### config.mk
export PLATFORM = sky130hd
export DESIGN_NAME = sdram_init_seq
export DESIGN_NICKNAME = d
export VERILOG_FILES = /design/src/rtl/sdram_init_seq.sv
export SDC_FILE = /design/constraint.sdc
export NUM_CORES = 1
export LEC_CHECK = 0
export CORE_MARGIN = 1.5
export CORE_UTILIZATION = 55
export CTS_CLUSTER_DIAMETER = 40
export DETAILED_ROUTE_END_ITERATION = 10
export HOLD_SLACK_MARGIN = 0.08
export PLACE_DENSITY_LB_ADDON = 0.3
export SLEW_MARGIN = 5
export SYNTH_ARGS = -nofsm -noshare
export SYNTH_HDL_FRONTEND = slang
export SYNTH_SLANG_ARGS = --single-unit
### constraint.sdc
create_clock -name clk -period 2.7 [get_ports clk]
set_input_delay 0.81 -clock clk [delete_from_list [all_inputs] [get_ports clk]]
set_output_delay 0.81 -clock clk [all_outputs]
set_load 0.01 [all_outputs]
### src/rtl/sdram_init_seq.sv
// Power-up init sequencer for SDR SDRAM: lock qualify, power-up NOPs, PRECHARGE-all,
// AUTO_REFRESH x REFRESH_COUNT, LOAD_MODE, then init_done. SDRAM_INIT_FAST_SIM_EN shortens lock/power-up.
`timescale 1ns/1ps
module sdram_init_seq #(
    parameter int unsigned LOCK_STABLE_CYCLES = 16,
    parameter int unsigned POWERUP_CYCLES     = 20000,
    parameter int unsigned TRP_CYCLES         = 2,
    parameter int unsigned TRFC_CYCLES        = 7,
    parameter int unsigned REFRESH_COUNT      = 2,
    parameter int unsigned TMRD_CYCLES        = 2,
    parameter logic [11:0] MODE_VALUE         = 12'h033
) (
    input  logic        clk,
    input  logic        rst,
    input  logic        pll_locked,
    input  logic        reinit,
    output logic        cke,
    output logic [3:0]  cmd,
    output logic [11:0] addr,
    output logic [1:0]  ba,
    output logic        init_done,
    output logic        busy
);
`ifdef SDRAM_INIT_FAST_SIM_EN
    localparam int unsigned LOCK_N = 2;
    localparam int unsigned PWR_N  = 16;
`else
    localparam int unsigned LOCK_N = LOCK_STABLE_CYCLES;
    localparam int unsigned PWR_N  = POWERUP_CYCLES;
`endif
    localparam int unsigned TMAX0 = (TRP_CYCLES > TRFC_CYCLES) ? TRP_CYCLES : TRFC_CYCLES;
    localparam int unsigned TMAX  = (TMAX0 > TMRD_CYCLES) ? TMAX0 : TMRD_CYCLES;
    localparam int unsigned LW = (LOCK_N > 1) ? $clog2(LOCK_N) : 1;
    localparam int unsigned PW = (PWR_N > 1) ? $clog2(PWR_N) : 1;
    localparam int unsigned WW = $clog2(TMAX);
    localparam int unsigned RW = (REFRESH_COUNT > 1) ? $clog2(REFRESH_COUNT) : 1;

    localparam logic [3:0] CMD_INHIBIT = 4'b1111;
    localparam logic [3:0] CMD_NOP     = 4'b0111;
    localparam logic [3:0] CMD_PRE     = 4'b0010;
    localparam logic [3:0] CMD_REF     = 4'b0001;
    localparam logic [3:0] CMD_LMR     = 4'b0000;

    typedef enum logic [3:0] {
        S_WAIT_LOCK, S_LOCK_FILTER, S_POWERUP, S_PRECHARGE, S_WAIT_TRP,
        S_REFRESH, S_WAIT_TRFC, S_LOAD_MODE, S_WAIT_TMRD, S_DONE
    } state_e;

    state_e        state_q;
    logic [LW-1:0] lock_cnt_q;
    logic [PW-1:0] pwr_cnt_q;
    logic [WW-1:0] wait_cnt_q;
    logic [RW-1:0] ref_cnt_q;
    logic          cke_q, init_done_q, busy_q;
    logic [3:0]    cmd_q;
    logic [11:0]   addr_q;

    // Command states load wait_cnt with T-2: one cycle in the command state, T-1 in the wait state.
    always_ff @(posedge clk or posedge rst) begin
        if (rst) begin
            state_q     <= S_WAIT_LOCK;
            lock_cnt_q  <= '0;
            pwr_cnt_q   <= '0;
            wait_cnt_q  <= '0;
            ref_cnt_q   <= '0;
            cke_q       <= 1'b0;
            cmd_q       <= CMD_INHIBIT;
            addr_q      <= '0;
            init_done_q <= 1'b0;
            busy_q      <= 1'b0;
        end else if (!pll_locked) begin
            state_q     <= S_WAIT_LOCK;
            lock_cnt_q  <= '0;
            cke_q       <= 1'b0;
            cmd_q       <= CMD_INHIBIT;
            addr_q      <= '0;
            init_done_q <= 1'b0;
            busy_q      <= 1'b0;
        end else begin
            cmd_q  <= CMD_NOP;
            addr_q <= '0;
            case (state_q)
                S_WAIT_LOCK: begin
                    state_q    <= S_LOCK_FILTER;
                    lock_cnt_q <= '0;
                    busy_q     <= 1'b1;
                end
                S_LOCK_FILTER: begin
                    if (lock_cnt_q == LW'(LOCK_N - 1)) begin
                        state_q   <= S_POWERUP;
                        pwr_cnt_q <= '0;
                        cke_q     <= 1'b1;
                    end else begin
                        lock_cnt_q <= lock_cnt_q + 1'b1;
                    end
                end
                S_POWERUP: begin
                    if (pwr_cnt_q == PW'(PWR_N - 1)) begin
                        state_q    <= S_PRECHARGE;
                        cmd_q      <= CMD_PRE;
                        addr_q     <= 12'h400;
                        wait_cnt_q <= WW'(TRP_CYCLES - 2);
                        ref_cnt_q  <= '0;
                    end else begin
                        pwr_cnt_q <= pwr_cnt_q + 1'b1;
                    end
                end
                S_PRECHARGE: state_q <= S_WAIT_TRP;
                S_WAIT_TRP: begin
                    if (wait_cnt_q == '0) begin
                        state_q    <= S_REFRESH;
                        cmd_q      <= CMD_REF;
                        wait_cnt_q <= WW'(TRFC_CYCLES - 2);
                    end else begin
                        wait_cnt_q <= wait_cnt_q - 1'b1;
                    end
                end
                S_REFRESH: state_q <= S_WAIT_TRFC;
                S_WAIT_TRFC: begin
                    if (wait_cnt_q != '0) begin
                        wait_cnt_q <= wait_cnt_q - 1'b1;
                    end else if (ref_cnt_q == RW'(REFRESH_COUNT - 1)) begin
                        state_q    <= S_LOAD_MODE;
                        cmd_q      <= CMD_LMR;
                        addr_q     <= MODE_VALUE;
                        wait_cnt_q <= WW'(TMRD_CYCLES - 2);
                    end else begin
                        state_q    <= S_REFRESH;
                        cmd_q      <= CMD_REF;
                        ref_cnt_q  <= ref_cnt_q + 1'b1;
                        wait_cnt_q <= WW'(TRFC_CYCLES - 2);
                    end
                end
                S_LOAD_MODE: state_q <= S_WAIT_TMRD;
                S_WAIT_TMRD: begin
                    if (wait_cnt_q == '0) begin
                        state_q     <= S_DONE;
                        init_done_q <= 1'b1;
                        busy_q      <= 1'b0;
                    end else begin
                        wait_cnt_q <= wait_cnt_q - 1'b1;
                    end
                end
                S_DONE: begin
                    // Re-run from PRECHARGE: the device is already powered, cke stays high.
                    if (reinit) begin
                        state_q     <= S_PRECHARGE;
                        cmd_q       <= CMD_PRE;
                        addr_q      <= 12'h400;
                        wait_cnt_q  <= WW'(TRP_CYCLES - 2);
                        ref_cnt_q   <= '0;
                        init_done_q <= 1'b0;
                        busy_q      <= 1'b1;
                    end
                end
                default: state_q <= S_WAIT_LOCK;
            endcase
        end
    end

    assign cke       = cke_q;
    assign cmd       = cmd_q;
    assign addr      = addr_q;
    assign ba        = 2'b00;
    assign init_done = init_done_q;
    assign busy      = busy_q;
endmodule
== Word level (Yosys, flattened, before mapping) ==
Index checks and enable logic that the tools add are counted.

* Add/sub/neg operators: 4
* Equality and inequality tests: 29
* Multiplexer cells: 50
* Reduce and logical (&&, ||, !) cells: 14

{| class="wikitable"
|+ Operators by type and width
! cell !! count
|-
| $mux W4 || 10
|-
| $pmux W4 S10 || 1
|-
| $mux W11 || 3
|-
| $pmux W11 S3 || 1
|-
| $mux W15 || 2
|-
| $mux W3 || 10
|-
| $pmux W15 S2 || 1
|-
| $ne A3 B3 Y1 const B || 7
|-
| $eq A4 B3 Y1 const B || 4
|-
| $add A15 B1 Y15 const B || 1
|-
| $eq A15 B15 Y1 const B || 1
|-
| $pmux W3 S5 || 1
|-
| $mux W1 || 13
|-
| $eq A4 B4 Y1 const B || 3
|-
| $mux W6 || 2
|-
| $ne A2 B2 Y1 const B || 6
|-
| $pmux W3 S4 || 1
|-
| $reduce_and A5 Y1 || 2
|-
| $eq A4 B2 Y1 const B || 2
|-
| $pmux W4 S2 || 1
|-
| $ne A3 B1 Y1 const B || 2
|-
| $pmux W1 S3 || 2
|-
| $reduce_and A3 Y1 || 2
|-
| $reduce_and A6 Y1 || 1
|-
| other kinds (15) || 18
|}

* Register bits: 46
* Input port bits: 4
* Output and inout bits: 21
* Word-level logic and storage cells: 107

== Longest topological paths before layout ==
Gate-level depths: netlist of run 1.

* Depth after elaboration: 4
* Gate-level depth with buffers: 8
* Depth with buffers taken out: 7

== Worst setup path before layout of run 1 ==
No wires, ideal clock.

* Path type: input-to-reg
* From: input pll_locked
* To: register pwr_cnt_q[11]
* Library setup time: 0.066 ns
* Arrival: 2.249 ns
* Data required time: 2.634 ns
* Slack: 0.385 ns
* Stages on the path: 6
* Buffers on the path: 1
* Cells stage by stage: clkbuf_1 nand2_1 o32ai_4 o211ai_4 or4_1 nand2_1

* Longest elaborated chain between the ends: 1

{| class="wikitable"
|+ Ends and longest elaborated chain
! element !! RTL line !! RTL
|-
| start: declaration || 15 || <nowiki>input logic pll_locked,</nowiki>
|-
| $reduce_and A4 Y1 (no line) || n/a ||
|-
| end signal: assignment || 105 || <nowiki>pwr_cnt_q <= pwr_cnt_q + 1'b1;</nowiki>
|-
| end: declaration || 51 || <nowiki>logic [PW-1:0] pwr_cnt_q;</nowiki>
|}

No other way between the ends.
A chain may end at the register's enable or synchronous reset.

== Worst setup path in the final report of run 1 ==
* From: register pwr_cnt_q[8]
* To: register wait_cnt_q[1]

* Longest elaborated chain between the ends: 3

{| class="wikitable"
|+ Ends and longest elaborated chain
! element !! RTL line !! RTL
|-
| $eq A15 B15 Y1 || 98 || <nowiki>if (pwr_cnt_q == PW'(PWR_N - 1)) begin</nowiki>
|-
| $ne A2 B2 Y1 (no line) || n/a ||
|-
| $reduce_and A5 Y1 (no line) || n/a ||
|-
| end signal: assignment || 102 || <nowiki>wait_cnt_q <= WW'(TRP_CYCLES - 2);</nowiki>
|-
| end signal: assignment || 113 || <nowiki>wait_cnt_q <= WW'(TRFC_CYCLES - 2);</nowiki>
|-
| end signal: assignment || 115 || <nowiki>wait_cnt_q <= wait_cnt_q - 1'b1;</nowiki>
|-
| end: declaration || 52 || <nowiki>logic [WW-1:0] wait_cnt_q;</nowiki>
|}

No other way between the ends.

==> results, run 1 <==
- The flow ran to the end, and the final reports show no timing, DRC or antenna violations.
- Across the run, the number of max-cap violations was 0.
- Across all hold checks on the routed design, the worst slack comes to 0.4938 ns.
- The library cell used most frequently in the layout, excluding fill and tap cells, is dfrtp_1.
- Routability-driven placement finished with a final weighted congestion of 0.9039.
- The final-report hold violation count is 0.
- The setup check on the worst reg-to-reg path leaves a slack of 0.35 ns.
- In this run the worst setup path begins at pwr_cnt_q[8]$_DFFE_PP0P_.
- Counting the fill cells in the layout gives 324.
- The fraction of the yosys area taken by sequential cells is 42.17%.
- The final worst setup slack is 0.3476 ns.
- For this run, the total global-route usage over all layers was measured as 24.88%.
- The number of antenna repair diodes is 0.
- The number of synthesized register bits is 36.
- The cell count after synthesis is 243.
- The worst setup path is captured at a register.
- The library cells used most frequently in the layout, excluding fill and tap cells, are dfrtp_1 (32), nand2_1 (26), nor2_1 (23), o21ai_0 (23), a21oi_1 (18).
- The dominant synthesized flop cell is dfrtp_1.
- Registers take 905.9 um^2.
- Global routing used 32.82% of the available met1 tracks.
- The start-to-end type of the worst setup path is register to register.
- The final routed DRC violation total is 0.
- TritonCTS built the clock tree.
- In this run the tightest slew margin relative to its limit is 59.59%.
- Once the floorplan was initialized, standard cells occupied 57.81% of the core.
- On the critical path, the stage with the largest delay is an instance of nor4b_1.
- The aggregate negative setup slack is 0 ns.
- The analysis attributes to net switching a power of 0.6846 mW.
- The total detailed-routing wirelength is 4.722 mm.
- For the worst-skew pair, the clock arrives at the later sink with an insertion delay of 0.30 ns.
- The setup slack after placement is 0.07876 ns.
- The width of the die is 65.50 um.
- The die covers 4290 um^2.
- The part of the cycle the worst path needs is 87.13%.
- The first TritonRoute pass finished after 4 iterations.
- The reported leakage power is 1.016 nW.
- The overflow left after global routing is 0.
- For this run, global-route usage on met3 was measured as 5.993%.
- The number of cells on the worst hold path is 1.
- Setup violations remaining at the end of the flow were counted as 0.
- The max-slew violation count is 0.
- The hold-fix buffer count after cts is 0.
- Net switching is 36.66% of the power.
- The maximum clock skew at final layout is 0.007957 ns.
- The routed layout has 1880 vias.
- Summing every instance area after synthesis gives 2148 um^2.
- The distinct cell type count of the synthesized netlist is 51.
- The largest fanout of any net on the critical path is 7.
- The number of global-route vias before repair is 1727.
- The overall power after layout is 1.868 mW.
- The area of the multi-input gates is 1115 um^2.
- The endpoint of the lowest-slack register-to-register path is wait_cnt_q[1]$_DFFE_PP0P_.
- The signal on the critical path passes through nor4b_1, a41oi_1, a211o_1, or4_1, o21ai_1.
- The clock net in this run drives a total of 36 sinks.
- The post-detailed-route count of antenna-violating nets is 0.
- The DRC violation total after the first TritonRoute iteration is 158.
- The depth of the most critical reg-to-reg path is 5.
- Setup repair after global routing left no endpoint under its margin.
- The initial antenna violation count is 0.
- Internal power comes to 1.183 mW.
- The H-tree depth reported by CTS is 2.
- The startpoint kind of the worst setup timing path is a register.
- At the pin with the least slew margin, the transition time is 0.5983 ns.
- The count of port buffers added during placement is 15.
- The fraction of registers with async set or reset after synthesis is 100.0%.
- In this run, the clock network consumes 25.5% of the power.
- The share of total power dissipated in sequential elements is 37.7%.
- The delay of the slowest critical-path stage is 0.52 ns.
- The portion of total power attributed to combinational logic is 36.8%.
- Summed over all nets, the half-perimeter wirelength after detailed placement is 3.290 mm.
- The hold path startpoint is wait_cnt_q[0]$_DFFE_PP0P_.
- The mean cell area of the mapped netlist is 8.841 um^2.
- The shortest clock period the worst path allows after layout is 2.352 ns.
- The endpoint of the worst hold path is wait_cnt_q[0]$_DFFE_PP0P_.
- The number of buffers and inverters on the critical path is 0.
- The ratio of routed vias to standard cells is 6.006.
- The number of clock buffers added by TritonCTS is 5.
- For the worst setup path, the data arrival time is 2.58 ns.
- Data on the critical path is required at its endpoint by 2.93 ns.
- The number of nets in the layout is 272.
- The routed length per placed instance is 15.09 um.
- The row count is 22.
- The number of primary I/O pins is 25.
- Post-CTS timing repair inserted 0 buffers for setup.
- The synthesis-to-finish area growth is 14.27%.
- The most utilized layer in the global route result is met2.
- The root cell of the clock tree is clkbuf_8.
- In the final layout, the share of cells above drive strength 1 is 12.45%.
- The startpoint identified for the worst register-to-register timing path is pwr_cnt_q[8]$_DFFE_PP0P_.
- During synthesis, Yosys emitted a total of 0 warnings.
- Based on the critical path, the design can be clocked at up to 425.1 MHz.
- The power per cell area is 760.8 nW/um^2.
- From bottom edge to top edge, the die measures 65.50 um.
- The share of the core filled with cells in the final layout is 66.06%.
- The first global-routing pass estimated 8.059 mm of wire.
- In this run the standard cell core region covers 3716 um^2.
- The number of enable-type register cells in the synthesized netlist is 0.
- Across the VDD grid, the largest voltage drop is 0.0003803 V.
- In this run the deepest clock path goes through 2 buffers.
- On the critical path the largest part of the delay comes from simple AND/OR/NAND/NOR gates.
- The path category of the worst min-delay check is register to register.
- The pin count of the biggest net entering global routing is 37.
- Global routing consumed, on the met2 layer, 39.16% of the routing resources.
- The number of gates given a new drive strength after cts is 0.
- Clock-pin slew was measured on the worst setup and hold paths at 0.08 ns.
==> synth_stat cells, types with 3 or more instances <==
| library cell | number | share of area [%] |
|---|---|---|
| or2_2 | 4 | 1.2 |
| dfstp_2 | 4 | 4.9 |
| nand4_1 | 4 | 1.2 |
| inv_1 | 6 | 1.0 |
| buf_4 | 12 | 4.2 |
| nor3_1 | 4 | 0.93 |
| nand2b_1 | 5 | 1.5 |
| xor2_1 | 5 | 2.0 |
| or3_1 | 8 | 2.3 |
| nor4b_1 | 3 | 1.2 |
| a21oi_1 | 18 | 4.2 |
| dfrtp_1 | 32 | 37 |
| nor2_1 | 23 | 4.0 |
| clkbuf_1 | 8 | 1.4 |
| o31ai_1 | 3 | 1.0 |
| o21ai_0 | 23 | 5.4 |
| nand2_1 | 26 | 4.5 |
| ha_1 | 4 | 2.3 |
| and2_1 | 3 | 0.87 |
| nand3_1 | 8 | 1.9 |
==> registers in the layout, summed over array words and instances (netlist names) <==
| register | count |
|---|---|
| cke | 1 |
| state_q | 4 |
| init_done | 1 |
| pwr_cnt_q | 15 |
| wait_cnt_q | 3 |
| lock_cnt_q | 4 |
| addr | 2 |
| busy | 1 |
| cmd | 4 |
| ref_cnt_q | 1 |
==> worst reg2reg max path, cell delays in order, from the launching register on <==
cell and delay [ns]:
dfrtp_1 0.41, nor4b_1 0.52, a41oi_1 0.41, a211o_1 0.38, or4_1 0.47, o21ai_1 0.09
==> cell families after synthesis <==
group | count (synthesis) | share of synthesized area (%)
and+or+nand+nor | 103 | 24.93
xor gates and xnor gates | 6 | 2.446
adders and majority gates | 4 | 2.330
AOI/OAI and AO/OA | 65 | 20.62
other | 1 | 0.1746
buffers and inverters | 28 | 7.338
DFF | 36 | 42.17
==> per-stage QoR <==
step,area (um^2),instances
final,2455,313
after global routing,2455,313
after CTS,2455,313
after detailed placement,2347,305
after global placement,2347,305
after floorplan,2178,251
==> power groups by stage <==
stage / Sequential [mW] / Combinational (mW) / Clock, mW
CTS: 0.704 / 0.682 / 0.487
detailed placement: 0.712 / 0.679 / 0
global placement: 0.709 / 0.669 / 0
finish: 0.705 / 0.687 / 0.476
global route: 0.717 / 0.779 / 0.506
floorplan: 0.715 / 0.497 / 0
==> worst max path at each step <==
stage                                      to  depth (start not counted)
floorplan           pwr_cnt_q[11]$_DFFE_PP0P_                          6
global placement    pwr_cnt_q[12]$_DFFE_PP0P_                          6
detailed placement  pwr_cnt_q[12]$_DFFE_PP0P_                          6
CTS                 wait_cnt_q[1]$_DFFE_PP0P_                          5
global route        wait_cnt_q[1]$_DFFE_PP0P_                          5
finish              wait_cnt_q[1]$_DFFE_PP0P_                          5
==> layer usage <==
metal | vias to the layer above | wire (um)
met5 | - | 0
met4 | 0 | 112
met3 | 10 | 260
met2 | 62 | 2247
met1 | 911 | 2102
li1 | 897 | -
==> area by class of cell <==
| cell class | instances | share of cell area [%] |
|---|---|---|
| inverter | 7 | 1.070 |
| timing repair buffer | 27 | 9.786 |
| multi-input combinational | 187 | 45.41 |
| tap | 48 | 2.446 |
| sequential | 36 | 36.90 |
| clock buffer | 6 | 2.956 |
| clock inverter | 2 | 1.427 |
(Power assumes the default switching activity.)
==> run 2: changes to the inputs <==
--- a/config.mk
+++ b/config.mk
@@ -10,7 +10,7 @@
 export CTS_CLUSTER_DIAMETER = 40
 export DETAILED_ROUTE_END_ITERATION = 10
 export HOLD_SLACK_MARGIN = 0.08
-export PLACE_DENSITY_LB_ADDON = 0.3
+export PLACE_DENSITY = 0.78
 export SLEW_MARGIN = 5
 export SYNTH_ARGS = -nofsm -noshare
 export SYNTH_HDL_FRONTEND = slang
==> results, run 2 (synthesis gave the netlist of run 1 again) <==
- The headroom to the max-slew limit is 57.27% (was 59.59%).
- The aggregate negative setup slack is 0 ns (unchanged).
- The max-slew violation count is 0 (unchanged).
- The placer's final routability congestion estimate is 0.9456 (was 0.9039).
- The final routed DRC violation total is 0 (unchanged).
- The total detailed-routing wirelength is 4.538 mm (was 4.722 mm).
- The row count was 22 (unchanged).
- The global-route wire length before repair is 7.962 mm (was 8.059 mm).
- The final-report hold violation count is 0 (unchanged).
- The initial antenna violation count is 0 (unchanged).
- The clock tree from TritonCTS is yes (unchanged).
- The start-to-end type of the worst setup path is input port to register (was register to register).
- The path category of the worst min-delay check is register to register (unchanged).
- The critical path's top delay family is compound AO/OA/AOI/OAI gates (was simple AND/OR/NAND/NOR gates).
- The shortest clock period the worst path allows after layout is 2.311 ns (was 2.352 ns).
- The power per cell area is 721.2 nW/um^2 (was 760.8 nW/um^2).
- The root cell of the clock tree is clkbuf_8 (unchanged).
- The area of the placeable core is 3716 um^2 (unchanged).
- The critical path data arrival time came to 2.53 ns (was 2.58 ns).
- RSZ-0062 raised after global routing: false (unchanged).
- The leading cell type in the layout, fill and taps excluded is dfrtp_1 (unchanged).
- The TritonCTS buffer count is 5 (unchanged).
- The synthesis-to-finish area growth is 13.45% (was 14.27%).
- The slowest cell on the critical path is clkdlybuf4s50_1 (was nor4b_1).
- The count of port buffers added during placement came to 15 (unchanged).
- The final worst setup slack is 0.3886 ns (was 0.3476 ns).
- The ratio of cells with drive above 1 in the final layout came to 12.12% (was 12.45%).
- The startpoint kind of the worst setup timing path is an input port (was register).
- The setup slack after placement is 0.09264 ns (was 0.07876 ns).
- The required time of the critical path is 2.92 ns (was 2.93 ns).
- The measured slew at the worst slew-check pin is 0.6326 ns (was 0.5983 ns).
- The number of vias after detailed routing is 1863 (was 1880).
- The max-capacitance violation count came to 0 (unchanged).
- The initial core utilization is 57.81% (unchanged).
- The register with the highest flop count is pwr_cnt_q (unchanged).
- The ratio of routed vias to standard cells is 5.971 (was 6.006).
- The routed length per placed instance is 14.54 um (was 15.09 um).
- The final-report setup violation count is 0 (unchanged).
- The width of the die is 65.50 um (unchanged).
- The total track usage is 24.52% (was 24.88%).
- The highest clock rate is 432.6 MHz (was 425.1 MHz).
- The share of the core filled with cells in the final layout is 65.59% (was 66.06%).
- The floorplan die area was 4290 um^2 (unchanged).
- The buffer and inverter count on the worst path is 1 (was 0).
- The number of primary I/O pins is 25 (unchanged).
- The H-tree depth reported by CTS is 2 (unchanged).
- The maximum ir drop on the vdd rail is 0.0003981 V (was 0.0003803 V).
- The reported leakage power is 1.006 nW (was 1.016 nW).
- The clock latency of the later-clocked register in the worst-skew pair is 0.29 ns (was 0.30 ns).
- CP Cell Sequence: clkdlybuf4s50_1, nand2_1, o32ai_4, o2111ai_4, or3_1, a21oi_1 (was nor4b_1, a41oi_1, a211o_1, or4_1, o21ai_1).
- The number of global-route vias before repair came to 1739 (was 1727).
- The maximum clock skew at final layout was 0.006012 ns (was 0.007957 ns).
- The clock transition time at the flip-flop clock pins of the worst setup and hold paths is 0.07 ns (was 0.08 ns).
- The pin count of the biggest net entering global routing is 25 (was 37).
- The hold slack is 0.5013 ns (was 0.4938 ns).
- The number of flip-flops in the largest register is 15 (unchanged).
- The overflow left after global routing was 0 (unchanged).
- The delay of the slowest critical-path stage was 0.50 ns (was 0.52 ns).
- The number of nets in the layout was 272 (unchanged).
- The post-CTS setup buffer count is 0 (unchanged).
- The number of gates given a new drive strength after cts is 0 (unchanged).
- The first-pass iteration count of the detailed router was 5 (was 4).
- The DRC violation total after the first TritonRoute iteration is 196 (was 158).
- The HPWL reported at the end of detailed placement is 3.292 mm (was 3.290 mm).
- Status: finished, final reports clean (unchanged).
- The largest fanout of any net on the critical path came to 8 (was 7).
- The maximum number of buffers from clock root to sink is 2 (unchanged).
- The number of antenna repair diodes was 0 (unchanged).
- Commonest non-fill, non-tap cells in the layout: dfrtp_1 (32), nand2_1 (26), nor2_1 (23), o21ai_0 (23), a21oi_1 (18) (unchanged).
- The post-detailed-route count of antenna-violating nets is 0 (unchanged).
- The nature of the critical path endpoint is a register (unchanged).
- The part of the cycle the worst path needs was 85.61% (was 87.13%).
- The overall die height is 65.50 um (unchanged).
- The hold-fix buffer count after cts is 0 (unchanged).
- The worst reg-to-reg setup slack is 0.43 ns (was 0.35 ns).
- The number of sinks handled by clock tree synthesis is 36 (unchanged).
[run 2: area by class of cell]
class | instances | area [um^2]
sequential | 36 | 905.9
timing repair buffer | 27 | 252.7
fill | 304 | 1279
tap | 48 | 60.06
clock buffer | 6 | 72.57
inverter | 7 | 26.28
multi-input combinational | 187 | 1115
clock inverter | 1 | 5.005
[run 2: where the power goes]
group | internal [mW] | switching (mW)
combinational | 0.277 | 0.414
clock | 0.175 | 0.188
sequential | 0.634 | 0.0694
total | 1.09 | 0.671
[run 2: final timing paths]
path	start	endpoint	depth (start not counted)
min in group asynchronous	rst	lock_cnt_q[2]$_DFFE_PP0P_	2
hold reg to reg	lock_cnt_q[3]$_DFFE_PP0P_	lock_cnt_q[3]$_DFFE_PP0P_	1
hold / removal	lock_cnt_q[3]$_DFFE_PP0P_	lock_cnt_q[3]$_DFFE_PP0P_	1
max in group asynchronous	rst	pwr_cnt_q[2]$_DFFE_PP0P_	3
setup reg to reg	pwr_cnt_q[5]$_DFFE_PP0P_	wait_cnt_q[1]$_DFFE_PP0P_	5
setup / recovery	pll_locked	pwr_cnt_q[12]$_DFFE_PP0P_	6
[run 2: routing by layer]
| layer | global-route usage (%) | share of wire [%] |
|---|---|---|
| met3 | 5.137 | 7.6 |
| met1 | 33.37 | 45 |
| met2 | 35.97 | 44 |
| met4 | 14.58 | 2.5 |
| met5 | 0 | 0 |
[run 2: stage by stage]
step	cells	power (mW)	instance area, um^2
2_1_floorplan	251	1.212	2178
3_3_place_gp	305	1.379	2360
3_5_place_dp	305	1.396	2360
4_1_cts	312	1.761	2437
5_1_grt	312	1.883	2437
6_report	312	1.758	2437
